--- src/rtl/cpu_defs.sv ---
// Shared CPU definitions: PCSrc encodings, exception vectors and the
// exception sequencer state type.
package cpu_defs;

  localparam logic [2:0] PCSRC_SEQ   = 3'b000;
  localparam logic [2:0] PCSRC_BR    = 3'b001;
  localparam logic [2:0] PCSRC_J     = 3'b010;
  localparam logic [2:0] PCSRC_JR    = 3'b011;
  localparam logic [2:0] PCSRC_ILLOP = 3'b100;
  localparam logic [2:0] PCSRC_XADR  = 3'b101;

  localparam logic [31:0] ILLOP_ADDR = 32'h8000_0004;
  localparam logic [31:0] XADR_ADDR  = 32'h8000_0020;

  localparam logic [3:0] CAUSE_ILLOP = 4'hF;

  typedef enum logic [1:0] {
    ST_USER      = 2'd0,
    ST_ENTER     = 2'd1,
    ST_KERNEL    = 2'd2,
    ST_GUARDWAIT = 2'd3
  } exc_state_e;

endpackage

--- src/rtl/exc_ctrl_if.sv ---
// Handshake bundle between the CPU datapath/peripherals (master) and the
// exception sequencer (slave).
interface exc_ctrl_if #(parameter int N_IRQ = 4);

  logic             inst_valid;
  logic             pc_kernel;
  logic             illop;
  logic [N_IRQ-1:0] irq_req;
  logic [N_IRQ-1:0] irq_mask;
  logic [2:0]       dec_pcsrc;
  logic [2:0]       pcsrc;
  logic             save_epc;
  logic [N_IRQ-1:0] irq_ack;
  logic [3:0]       cause;
  logic [N_IRQ-1:0] pending;
  logic             double_fault;

  modport master (
    output inst_valid, pc_kernel, illop, irq_req, irq_mask, dec_pcsrc,
    input  pcsrc, save_epc, irq_ack, cause, pending, double_fault
  );

  modport slave (
    input  inst_valid, pc_kernel, illop, irq_req, irq_mask, dec_pcsrc,
    output pcsrc, save_epc, irq_ack, cause, pending, double_fault
  );

endinterface

--- src/rtl/irq_prio_enc.sv ---
// Lowest-index-wins priority encoder over an already masked request vector.
module irq_prio_enc #(
  parameter int N = 4
) (
  input  logic [N-1:0] req,
  output logic         any,
  output logic [3:0]   idx,
  output logic [N-1:0] onehot
);

  // Two's complement trick keeps only the lowest set bit.
  assign onehot = req & (~req + N'(1));
  assign any    = |req;

  // Binary index of the single surviving bit.
  always_comb begin
    idx = 4'd0;
    for (int i = 0; i < N; i++) begin
      idx = idx | (onehot[i] ? 4'(i) : 4'd0);
    end
  end

endmodule

--- src/rtl/exc_ctrl.sv ---
// Exception/interrupt sequencer: overrides PCSrc with the ILLOP or XADR
// vector, requests the $k0 save and tracks user/kernel transitions.
module exc_ctrl
  import cpu_defs::*;
#(
  parameter int N_IRQ = 4,
  parameter int GUARD = 1
) (
  input  logic        clk,
  input  logic        reset,
  exc_ctrl_if.slave   bus
);

  localparam logic [2:0] GUARD_RST  = 3'(GUARD);
  localparam logic [2:0] GUARD_LOAD = (GUARD == 0) ? 3'd0 : 3'(GUARD - 1);

  exc_state_e       state_q, state_d;
  logic [N_IRQ-1:0] irq_q, irq_d;
  logic [N_IRQ-1:0] pending_q, pending_d;
  logic [2:0]       guard_q, guard_d;
  logic [3:0]       cause_q, cause_d;
  logic             dfault_q, dfault_d;

  logic [N_IRQ-1:0] new_evt_s;
  logic             enc_any_s;
  logic [3:0]       enc_idx_s;
  logic [N_IRQ-1:0] enc_onehot_s;
  logic [2:0]       pcsrc_s;
  logic             save_s;
  logic [N_IRQ-1:0] ack_s;
  logic             illop_ok_s;
  logic             irq_ok_s;

  irq_prio_enc #(.N(N_IRQ)) u_prio (
    .req    (pending_q & ~bus.irq_mask),
    .any    (enc_any_s),
    .idx    (enc_idx_s),
    .onehot (enc_onehot_s)
  );

  // Edge capture: a new event sets pending even when masked; set beats ack.
  always_comb begin
    irq_d     = bus.irq_req;
    new_evt_s = bus.irq_req & ~irq_q;
    pending_d = new_evt_s | (pending_q & ~ack_s);
  end

  // Mode tracking plus the same-cycle take decision.
  always_comb begin
    state_d    = state_q;
    guard_d    = guard_q;
    cause_d    = cause_q;
    pcsrc_s    = bus.dec_pcsrc;
    save_s     = 1'b0;
    ack_s      = '0;
    illop_ok_s = 1'b0;
    irq_ok_s   = 1'b0;

    if (bus.inst_valid && bus.illop && (state_q == ST_KERNEL || bus.pc_kernel)) begin
      dfault_d = 1'b1;
    end else begin
      dfault_d = dfault_q;
    end

    case (state_q)
      ST_USER: begin
        if (!bus.inst_valid) begin
          state_d = state_q;
        end else if (bus.pc_kernel) begin
          state_d = ST_KERNEL;
        end else begin
          illop_ok_s = 1'b1;
          irq_ok_s   = 1'b1;
        end
      end
      ST_ENTER: begin
        state_d = ST_KERNEL;
      end
      ST_KERNEL: begin
        // First user instruction after the return jr.
        if (bus.inst_valid && !bus.pc_kernel) begin
          if (GUARD == 0) begin
            state_d    = ST_USER;
            illop_ok_s = 1'b1;
            irq_ok_s   = 1'b1;
          end else begin
            state_d = ST_GUARDWAIT;
            guard_d = GUARD_LOAD;
          end
        end else begin
          state_d = state_q;
        end
      end
      ST_GUARDWAIT: begin
        if (!bus.inst_valid) begin
          state_d = state_q;
        end else if (bus.pc_kernel) begin
          state_d = ST_KERNEL;
        end else begin
          illop_ok_s = 1'b1;
          if (guard_q == 3'd0) begin
            state_d = ST_USER;
          end else begin
            guard_d = guard_q - 3'd1;
          end
        end
      end
      default: begin
        state_d = ST_USER;
      end
    endcase

    // Illegal opcode outranks interrupts; the interrupt simply stays pending.
    if (illop_ok_s && bus.illop) begin
      pcsrc_s = PCSRC_ILLOP;
      save_s  = 1'b1;
      cause_d = CAUSE_ILLOP;
      state_d = ST_ENTER;
    end else if (irq_ok_s && enc_any_s) begin
      pcsrc_s = PCSRC_XADR;
      save_s  = 1'b1;
      ack_s   = enc_onehot_s;
      cause_d = enc_idx_s;
      state_d = ST_ENTER;
    end else begin
      pcsrc_s = bus.dec_pcsrc;
    end
  end

  // State registers.
  always_ff @(posedge clk or negedge reset) begin
    if (!reset) begin
      state_q   <= ST_USER;
      irq_q     <= '0;
      pending_q <= '0;
      guard_q   <= GUARD_RST;
      cause_q   <= 4'd0;
      dfault_q  <= 1'b0;
    end else begin
      state_q   <= state_d;
      irq_q     <= irq_d;
      pending_q <= pending_d;
      guard_q   <= guard_d;
      cause_q   <= cause_d;
      dfault_q  <= dfault_d;
    end
  end

  assign bus.pcsrc        = pcsrc_s;
  assign bus.save_epc     = save_s;
  assign bus.irq_ack      = ack_s;
  assign bus.cause        = cause_q;
  assign bus.pending      = pending_q;
  assign bus.double_fault = dfault_q;

endmodule
--- src/flat_wrapper.sv ---
// flat-port wrapper written by rule: the top's interface ports become plain ports
module exc_ctrl_flat import cpu_defs::*;
#(
  parameter int N_IRQ = 4,
  parameter int GUARD = 1
)
  (clk, reset, bus_inst_valid, bus_pc_kernel, bus_illop, bus_irq_req, bus_irq_mask, bus_dec_pcsrc, bus_pcsrc, bus_save_epc, bus_irq_ack, bus_cause, bus_pending, bus_double_fault);
  exc_ctrl_if #(.N_IRQ(N_IRQ)) bus_i ();
  input  logic clk;
  input  logic reset;
  input wire logic [$bits(bus_i.inst_valid)-1:0] bus_inst_valid;
  input wire logic [$bits(bus_i.pc_kernel)-1:0] bus_pc_kernel;
  input wire logic [$bits(bus_i.illop)-1:0] bus_illop;
  input wire logic [$bits(bus_i.irq_req)-1:0] bus_irq_req;
  input wire logic [$bits(bus_i.irq_mask)-1:0] bus_irq_mask;
  input wire logic [$bits(bus_i.dec_pcsrc)-1:0] bus_dec_pcsrc;
  output wire logic [$bits(bus_i.pcsrc)-1:0] bus_pcsrc;
  output wire logic [$bits(bus_i.save_epc)-1:0] bus_save_epc;
  output wire logic [$bits(bus_i.irq_ack)-1:0] bus_irq_ack;
  output wire logic [$bits(bus_i.cause)-1:0] bus_cause;
  output wire logic [$bits(bus_i.pending)-1:0] bus_pending;
  output wire logic [$bits(bus_i.double_fault)-1:0] bus_double_fault;
  assign bus_i.inst_valid = bus_inst_valid;
  assign bus_i.pc_kernel = bus_pc_kernel;
  assign bus_i.illop = bus_illop;
  assign bus_i.irq_req = bus_irq_req;
  assign bus_i.irq_mask = bus_irq_mask;
  assign bus_i.dec_pcsrc = bus_dec_pcsrc;
  assign bus_pcsrc = bus_i.pcsrc;
  assign bus_save_epc = bus_i.save_epc;
  assign bus_irq_ack = bus_i.irq_ack;
  assign bus_cause = bus_i.cause;
  assign bus_pending = bus_i.pending;
  assign bus_double_fault = bus_i.double_fault;
  exc_ctrl #(.N_IRQ(N_IRQ), .GUARD(GUARD)) u_core (.clk(clk), .reset(reset), .bus(bus_i));
endmodule
--- config.mk ---
export PLATFORM = sky130hd
export DESIGN_NAME = exc_ctrl_flat
export DESIGN_NICKNAME = d
export VERILOG_FILES = /design/src/rtl/cpu_defs.sv /design/src/rtl/exc_ctrl_if.sv /design/src/rtl/irq_prio_enc.sv /design/src/rtl/exc_ctrl.sv /design/src/flat_wrapper.sv
export SDC_FILE = /design/constraint.sdc
export NUM_CORES = 1
export LEC_CHECK = 0
export BUFFER_PORTS_ARGS = -buffer_cell sky130_fd_sc_hd__buf_4
export CAP_MARGIN = 40
export CORE_UTILIZATION = 43
export DETAILED_ROUTE_END_ITERATION = 7
export PLACE_DENSITY = 0.7
export SETUP_SLACK_MARGIN = 0.02
export SLEW_MARGIN = 0
export SYNTH_ARGS = -nofsm -noshare
export SYNTH_HDL_FRONTEND = slang
export SYNTH_SLANG_ARGS = --single-unit
--- constraint.sdc ---
create_clock -name clk -period 1.5 [get_ports clk]
set_clock_uncertainty 0.05 [all_clocks]
set_input_delay 0.3 -clock clk [delete_from_list [all_inputs] [get_ports clk]]
set_output_delay 0.3 -clock clk [all_outputs]
set_load 0.1 [all_outputs]
==> reports/results.tsv, run 1 <==
metric	value	unit
GR repair worst EP	bus_irq_ack[2]	
Mapped Cells	95	
fraction of registers with async set/reset	100	%
dominant cell type by area after synthesis	dfrtp_1	
H-Tree Depth	1	
clock sink count	17	
clk root buf	clkbuf_4	
ys flop type	dfrtp_1	
area fraction of the dominant cell type after synthesis	43.4	%
Die Width	48.3	um
synth top area cells	dfrtp_1 (43%), ha_1 (6.8%), o21ai_0 (4.9%)	
Yosys reg bits	17	
EDFF count, synth	0	
die height	48.3	um
CTS Buf Count	3	
I/O Buffers	32	
Syn Nets	116	
io pins	33	
synthesized area	922	um^2
CTS max path bufs	2	
initial core utilization	46.5	%
Ys Warns	0	
Exit stage	5_1_grt	
placed cells	182	
dpl hpwl	1.90	mm
Syn Area/Cell	9.71	um^2
Seq/Total Area, Yosys	46.3	%
Cell variety after synth	31	
worst endpoint pin kind	top-level output	
outcome	did not finish	
routability cong.	0.772	
largest net degree at the start of global routing	18	
Rows	16	
Log Error	[ERROR DPL-0038] Utilization greater than 100%, impossible to legalize	
## repair_timing
action	CTS
resized for setup	56
hold endpoints to repair	16
setup buffers	16
endpoints found under the setup margin	22
hold buffers	1
pin swaps	16
## stage by stage
stage	cell area, um^2	utilization (%)	setup slack, ps
CTS	1910	96.5	-579
detailed placement	1560	78.7	-389
global placement	1560	78.7	-355
floorplan	1080	-	-644
## synthesized netlist by cell type, types with 2 or more instances
cell      instances
dfrtp_1          16
inv_1            11
nor2_1            9
o21ai_0           9
nand2_1           6
ha_1              5
nand2b_1          5
a21oi_1           3
nand3b_1          3
nor3_1            3
buf_4             2
nand3_1           2
nor2b_1           2
o22ai_1           2
## cells by family after synthesis
group,Yosys count,synth area share (%)
and+or+nand+nor,35,20.5
adders and majority gates,5,6.78
buffers and inverters,14,6.65
AOI/OAI and AO/OA,24,19.8
DFF,17,46.3
==> inputs of run 2 (changes only) <==
--- a/config.mk
+++ b/config.mk
@@ -7,10 +7,10 @@
 export LEC_CHECK = 0
 export BUFFER_PORTS_ARGS = -buffer_cell sky130_fd_sc_hd__buf_4
 export CAP_MARGIN = 40
-export CORE_UTILIZATION = 43
+export CORE_AREA = 2 2 63 65
 export DETAILED_ROUTE_END_ITERATION = 7
-export PLACE_DENSITY = 0.7
-export SETUP_SLACK_MARGIN = 0.02
+export DIE_AREA = 0 0 65 67
+export PLACE_DENSITY_LB_ADDON = 0.15
 export SLEW_MARGIN = 0
 export SYNTH_ARGS = -nofsm -noshare
 export SYNTH_HDL_FRONTEND = slang
==> constraint.sdc (replaced) <==
create_clock -name clk -period 2 [get_ports clk]
set_clock_uncertainty 0.05 [all_clocks]
set_input_delay 0.4 -clock clk [delete_from_list [all_inputs] [get_ports clk]]
set_output_delay 0.4 -clock clk [all_outputs]
set_load 0.1 [all_outputs]
==> reports/results.tsv, run 2 <==
metric	value	unit
share of cells above drive strength 1	58.7	%
Rows	22	
final hold vios	0	
Syn Nets	116	
RR Endpoint	u_core.bus.cause[1]	
Yosys reg bits	17	
# diodes	0	
R2R Setup Slk	110	ps
Ys Warns	0	
Syn Area/Cell	9.71	um^2
Via Count	889	
io pins	33	
CP Data Required Time	1550	ps
fraction of registers with async set/reset	100	%
core area	3610	um^2
I/O Buffers	32	
clk_lat worst skew	240	ps
R2R depth	12	
fin crit period	2120	ps
number of vias per cell	4.49	
Hold Startpoint	bus_irq_req[0]	
Synth top cells by count	dfrtp_1 (16), inv_1 (11), nor2_1 (9), o21ai_0 (9), nand2_1 (6)	
H-Tree Depth	1	
Post-Route WL	2.46	mm
GRT Util Overall	12.6	%
Slew @ Worst Pin	357	ps
outcome	complete, but fails checks	
CTS max path bufs	2	
Layout area overhead	82.4	%
first-pass GRT wire length	4.17	mm
kind of end point of the critical path	output port	
DRT iter0 DRCs	24	
synth top area cells	dfrtp_1 (43%), ha_1 (6.8%), o21ai_0 (4.9%)	
number of global-route vias before repair	923	
synthesized area	922	um^2
Mapped Cells	95	
DRT antenna net count	0	
DRC	0	
crit share post-route	106	%
Setup CP Type	reg -> out	
crit-path max FO	4	
final slew viol count	0	
antenna violations before repair	0	
die height	67	um
CTS tree	done	
routability cong.	0.699	
CP Launch Point	u_core.state_q[0]	
Lkg Pwr	0.000783	uW
Worst EP arrival	1670	ps
Seq/Total Area, Yosys	46.3	%
Die Width	65	um
Final Cell Area	1680	um^2
commonest non-fill, non-tap cell in the layout	buf_4	
Nets	172	
dpl hpwl	1.79	mm
pwr dens	1150	nW/um^2
Peak Freq	473	MHz
DP Area	1390	um^2
Avg WL per Cell	12.4	um
max_cap viols	0	
final setup fails	6	
Hold Path Stages	1	
unrepaired setup endpoints after global routing	true	
reg-to-reg startpoint	u_core.state_q[0]	
sink of the worst hold path	u_core.irq_q[0]	
ys flop type	dfrtp_1	
commonest non-fill, non-tap cells in the layout	buf_4 (45), dfrtp_1 (12), inv_1 (9)	
gr ovfl total	0	
EDFF count, synth	0	
CTS Buf Count	3	
Cell variety after synth	31	
max_slew headroom	76.2	%
Power Total	1940	uW
VDD IR max	506	uV
Pre-antenna DRT Iters	6	
area fraction of the dominant cell type after synthesis	43.4	%
most instantiated library cell after synthesis	dfrtp_1	
initial core utilization	25.6	%
failing checks	negative setup slack	
pre-CTS setup slack	16.3	ps
Startpoint Class	register	
worst min path class	in -> reg	
Worst-path clk slew	70	ps
Die ar.	4360	um^2
largest net degree at the start of global routing	18	
dominant cell type by area after synthesis	dfrtp_1	
Final Worst Setup Slack	-116	ps
clock sink count	17	
clk root buf	clkbuf_8	
run 2: how the worst max path moves through the flow:
| stage | to | cells after the start |
|---|---|---|
| 2_1_floorplan | bus_irq_ack[3] | 4 |
| 3_3_place_gp | bus_pcsrc[1] | 6 |
| 3_5_place_dp | bus_pcsrc[1] | 6 |
| 4_1_cts | bus_pcsrc[1] | 6 |
| 5_1_grt | bus_pcsrc[1] | 6 |
| 6_report | bus_pcsrc[1] | 6 |
run 2: area by class of cell:
cell class / instances / area [um^2]
Fill cell: 344 / 1920
Multi-Input combinational cell: 64 / 586
Timing Repair Buffer: 54 / 508
Sequential cell: 17 / 442
Tap cell: 48 / 60.1
Clock buffer: 4 / 45.0
Inverter: 11 / 41.3
run 2: per-stage QoR:
| stage | hold WS, ps | std cells | setup TNS [ps] | util (%) |
|---|---|---|---|---|
| 4_1_cts | 211 | 196 | -411 | 46.0 |
| 3_5_place_dp | 239 | 179 | 0 | 38.5 |
| 5_1_grt | 206 | 198 | -878 | 46.6 |
| 2_1_floorplan | 54.4 | 95 | -1130 | - |
| 3_3_place_gp | 234 | 179 | 0 | 38.5 |
| 6_report | 219 | 198 | -362 | 46.6 |
run 2: routing by layer:
metal	wire length [um]	track usage [%]	vias up
li1	-	-	440
met1	1040	14.6	428
met2	1280	23.2	19
met3	120	2.53	2
met4	18	3.99	0
met5	0	0	-
run 2: what timing repair did:
action | 4_1_cts | 5_1_grt
buffers inserted | 12 | 3
gates resized for setup | 31 | 2
setup endpoints to repair | 8 | 9
hold endpoints to repair | 16 | 0
pin swaps | 5 | 7
hold buffers | 1 | 0
cloned | 0 | 0
run 2: cell families after synthesis:
family	after synthesis	share of synthesized area (%)
AND/OR/NAND/NOR	35	20.5
AO/OA/AOI/OAI	24	19.8
flip-flops	17	46.3
buffers and inverters	14	6.65
adder cells (fa/ha/maj)	5	6.78
run 2: critical path, cell delays in order, from the launching register on:
cell      delay, ps
dfrtp_1         400
inv_2            80
ha_4            190
nand2b_4        150
or2_4           260
and3_4          180
buf_12          160
run 2: power by group:
part	switching (uW)	internal [uW]	total, uW
combinational	779	431	1210
sequential	44.3	433	477
clock	113	141	254
Power figures use the tool's default switching activity.
==> inputs of run 3 (changes only) <==
--- a/config.mk
+++ b/config.mk
@@ -14,4 +14,5 @@
 export SLEW_MARGIN = 0
 export SYNTH_ARGS = -nofsm -noshare
 export SYNTH_HDL_FRONTEND = slang
+export SYNTH_HIERARCHICAL = 1
 export SYNTH_SLANG_ARGS = --single-unit
==> reports/results.tsv, run 3 <==
metric	value	unit
# diodes	0	
Layout area overhead	66.0	%
dpl hpwl	1.95	mm
Setup CP Type	reg -> out	
synthesized area	998	um^2
Via Count	911	
gr busiest metal	met2	
Seq/Total Area, Yosys	45.2	%
final setup fails	8	
CTS tree	done	
Cell variety after synth	36	
Final Cell Area	1660	um^2
Hold Startpoint	bus_irq_req[2]	
crit share post-route	120	%
synth top area cells	dfrtp_1 (43%), ha_1 (6.3%), inv_1 (5.6%)	
Lkg Pwr	0.000771	uW
Power Total	2150	uW
share of cells above drive strength 1	50.6	%
Avg WL per Cell	11.9	um
crit-path max FO	3	
io pins	33	
antenna violations before repair	0	
pwr dens	1290	nW/um^2
placed cells	199	
Die ar.	4360	um^2
met2 Resource Use GR	23.2	%
clock sink count	18	
Worst EP arrival	1950	ps
clk_lat worst skew	250	ps
Nets	182	
Peak Freq	417	MHz
number of global-route vias before repair	948	
pre-CTS setup slack	-196	ps
GRT Util Overall	13.4	%
Worst-path clk slew	70	ps
commonest non-fill, non-tap cell in the layout	buf_4	
Syn Area/Cell	9.16	um^2
RR Endpoint	u_core/state_q[1]	
final slew viol count	0	
routability cong.	0.785	
clk root buf	clkbuf_8	
Die Width	65	um
most instantiated library cell after synthesis	dfrtp_1	
sink of the worst hold path	u_core/irq_q[2]	
kind of end point of the critical path	output port	
Startpoint Class	register	
core area	3610	um^2
unrepaired setup endpoints after global routing	true	
Final Worst Setup Slack	-397	ps
EDFF count, synth	0	
CTS max path bufs	2	
commonest non-fill, non-tap cells in the layout	buf_4 (41), dfrtp_1 (13), inv_1 (11), nand2_1 (11), buf_12 (8)	
final hold vios	0	
DRC	0	
R2R depth	7	
DRT antenna net count	0	
initial core utilization	27.7	%
DP Area	1460	um^2
failing checks	negative setup slack	
VDD IR max	678	uV
GR Layer Usage met1	15.8	%
Rows	22	
gr ovfl total	0	
Synth top cells by count	dfrtp_1 (17), inv_1 (15), nand2_1 (12)	
CP Data Required Time	1550	ps
Global Route met3 Usage	2.70	%
reg-to-reg startpoint	u_core/guard_q[0]	
die height	67	um
ys flop type	dfrtp_1	
Pre-antenna DRT Iters	4	
dominant cell type by area after synthesis	dfrtp_1	
Post-Route WL	2.47	mm
fraction of registers with async set/reset	100	%
H-Tree Depth	1	
fin crit period	2400	ps
first-pass GRT wire length	4.34	mm
Ys Warns	6	
Mapped Cells	109	
CTS Buf Count	3	
Yosys reg bits	18	
final design utilization	46.0	%
Hold Path Stages	1	
DRT iter0 DRCs	13	
largest net degree at the start of global routing	19	
worst min path class	in -> reg	
R2R Setup Slk	110	ps
final cell count without fillers	208	
number of vias per cell	4.38	
I/O Buffers	32	
outcome	complete, but fails checks	
area fraction of the dominant cell type after synthesis	42.6	%
max_cap viols	0	
run 3: area by class of cell:
| cell class | instances | area [um^2] |
|---|---|---|
| clock buffers | 4 | 55.1 |
| multi-input cells | 73 | 537 |
| fillers | 361 | 1950 |
| inverters | 15 | 61.3 |
| flip-flops and latches | 18 | 467 |
| repair buffers | 50 | 478 |
| well taps | 48 | 60.1 |
run 3: through the flow:
step           hold slack [ps]  TNS, ps
3_3_place_gp               233    -1150
4_1_cts                    203    -2980
5_1_grt                    197    -3440
2_1_floorplan             54.4    -3100
3_5_place_dp               234    -1240
6_report                   209    -2870
run 3: metal layers:
layer / share of wire (%) / routed length [um] / vias up
li1: - / - / 461
met1: 45 / 1110 / 416
met2: 48 / 1180 / 30
met3: 5.6 / 138 / 4
met4: 1.7 / 41 / 0
met5: 0 / 0 / -
run 3: power by group:
group          switching (uW)  internal (uW)  leakage [uW]
registers                55.3            471      0.000197
clock network             123            175     0.0000288
logic                     850            472      0.000546
total                    1030           1120      0.000771
run 3: cell families (layout without fill, tap and decap cells):
logic type,Yosys count,after routing,share of synthesized area [%]
other cells,1,2,0.376
buf+inv,19,69,8.39
compound gates,19,19,13.0
flops,18,18,45.2
fa+ha+maj,5,5,6.27
simple gates,47,47,26.7
run 3: worst max-delay path, cell delays in order, from the launching register on:
cell and delay (ps):
dfrtp_4 490, inv_4 70, nor2_4 30, or4_4 540, nand2_4 90, a21oi_4 60, or2_4 240, buf_12 160
run 3: how the worst max path moves through the flow:
stage / end / start / cells after the start / slack [ps]
4_1_cts: bus_pcsrc[2] / u_core/bus.pending[1] / 7 / -420
5_1_grt: bus_pcsrc[2] / u_core/bus.pending[0] / 7 / -460
3_5_place_dp: bus_pcsrc[2] / u_core/bus.pending[0] / 7 / -200
3_3_place_gp: bus_pcsrc[2] / u_core/bus.pending[0] / 7 / -190
6_report: bus_pcsrc[2] / u_core/bus.pending[0] / 7 / -400
2_1_floorplan: bus_pcsrc[1] / u_core/bus.pending[0] / 6 / -600
run 3: timing repair:
item / 4_1_cts / 5_1_grt
hold buffers: 1 / 0
setup endpoints to repair: 9 / 9
pin swaps: 7 / 2
gates resized for setup: 26 / 0
setup buffers: 3 / 1
hold endpoints to repair: 17 / 0
==> inputs of run 4 (changes only) <==
==> constraint.sdc (replaced) <==
create_clock -name clk -period 2 [get_ports clk]
set_clock_uncertainty 0.05 [all_clocks]
set_input_delay 0.1 -clock clk [delete_from_list [all_inputs] [get_ports clk]]
set_output_delay 0.1 -clock clk [all_outputs]
set_load 0.1 [all_outputs]
==> reports/results.tsv, run 4 (same netlist as run 3, synthesis figures left out) <==
metric	value	unit
Setup CP Type	reg -> out	
cells along the critical path	inv_4 -> nor2_4 -> or4_4 -> nand2_4 -> a21oi_4 -> or2_4 -> buf_12	
worst min path class	in -> reg	
clk_lat worst skew	250	ps
commonest non-fill, non-tap cells in the layout	buf_4 (33), dfrtp_1 (13), inv_1 (11), nand2_1 (11), buf_12 (8)	
die height	67	um
I/O Buffers	32	
final hold vios	0	
Startpoint Class	register	
Fillers	337	
Clock power frac	14.3	%
Via Count	899	
internal power	1080	uW
Die Width	65	um
final design utilization	45.4	%
clock sink count	18	
sw frac	48.3	%
final setup fails	8	
GRT Util Overall	12.5	%
initial core utilization	27.7	%
clk root buf	clkbuf_8	
CTS max path bufs	2	
Max stage delay on crit path	560	ps
dpl hpwl	1.80	mm
number of vias per cell	4.41	
Die ar.	4360	um^2
Peak Freq	471	MHz
VDD IR max	1070	uV
final slew viol count	0	
Layout area overhead	64.0	%
kind of end point of the critical path	output port	
share of cells above drive strength 1	46.8	%
Avg WL per Cell	11.4	um
switching power	1010	uW
CTS Buf Count	3	
Final Worst Setup Slack	-123	ps
first-pass GRT wire length	4.07	mm
failing checks	negative setup slack	
crit-path max FO	3	
CP Data Required Time	1850	ps
DRT iter0 DRCs	35	
commonest non-fill, non-tap cell in the layout	buf_4	
Nets	178	
# diodes	0	
max_cap viols	0	
io pins	33	
DRC	0	
unrepaired setup endpoints after global routing	true	
Worst EP arrival	1970	ps
largest net degree at the start of global routing	19	
Pre-antenna DRT Iters	4	
Lkg Pwr	0.000751	uW
Post-Route WL	2.33	mm
CP delay by family, top	simple AND/OR/NAND/NOR gates	
Rows	22	
DRT antenna net count	0	
antenna violations before repair	0	
fin crit period	2120	ps
routability cong.	0.794	
outcome	complete, but fails checks	
CTS tree	done	
number of global-route vias before repair	935	
slowest library cell on the worst path	or4_4	
gr ovfl total	0	
Power Total	2080	uW
H-Tree Depth	1	
crit share post-route	106	%
placed cells	190	
Comb pwr share	60.2	%
pwr dens	1270	nW/um^2
final cell count without fillers	204	
Seq pwr share	25.6	%
CP Buf/Inv Count	2	
Worst-path clk slew	70	ps
core area	3610	um^2
run 4: changes by cell type in the layout (fill, tap and decap cells not counted), sizes merged:
cell,delta
dlygate4sd3,+4
buf,-8
run 4: layer usage:
metal  vias up  wire (um)  global-route usage [%]
met5         -          0                       0
met3         4        168                    3.38
li1        452          -                       -
met4         0         35                    5.59
met2        26       1130                    21.9
met1       417        999                    14.0
run 4: power by group through the flow:
stage | Combinational, uW | Sequential (uW) | Clock (uW)
global placement | 1170 | 536 | 0
finish | 1250 | 533 | 297
floorplan | 588 | 881 | 0
global route | 1340 | 547 | 329
detailed placement | 1180 | 539 | 0
CTS | 1260 | 534 | 316
run 4: final timing paths:
check,endpoint,from,slack (ps),cells after the start
min in group asynchronous,u_core/bus.double_fault,reset,200,2
worst max-delay path,bus_pcsrc[2],u_core/bus.pending[0],-120,7
worst max register to register,u_core/bus.pending[2],u_core/bus.pending[0],120,8
worst min-delay path,u_core/bus.double_fault,bus_illop,60,3
max in group asynchronous,u_core/guard_q[0],reset,1440,2
worst min register to register,u_core/bus.pending[1],u_core/irq_q[1],380,1
run 4: area by class of cell:
| class | count | area [um^2] | share of cell area (%) |
|---|---|---|---|
| Clock buffer | 4 | 55.1 | 3.36 |
| Inverter | 15 | 61.3 | 3.74 |
| Multi-Input combinational cell | 73 | 537 | 32.8 |
| Sequential cell | 18 | 467 | 28.5 |
| Tap cell | 48 | 60.1 | 3.67 |
| Timing Repair Buffer | 46 | 458 | 28.0 |
run 4: worst register-to-register path, stage by stage (launching register included):
cell	delay (ps)
dfrtp_4	490
inv_4	70
nor2_4	30
or4_4	560
nand4b_1	150
nor2b_2	80
and2_4	150
buf_4	130
o22ai_1	100
run 4: repair_timing:
item                                    in CTS  in global routing
gates resized for setup                     25                  1
endpoints found under the hold margin       22                  0
endpoints found under the setup margin       7                  9
pin swaps                                    8                  2
buffers inserted                             5                  0
hold buffers                                 5                  0
run 4: through the flow:
| step | hold WS, ps | cell area [um^2] | TNS, ps | setup WS, ps |
|---|---|---|---|---|
| finish | 60.5 | 1640 | -620 | -123 |
| detailed placement | -62.1 | 1390 | 0 | 78.0 |
| CTS | 59.1 | 1640 | -845 | -150 |
| global placement | -64.2 | 1390 | 0 | 79.6 |
| floorplan | -246 | 1090 | -997 | -299 |
| global route | 74.1 | 1640 | -1130 | -185 |
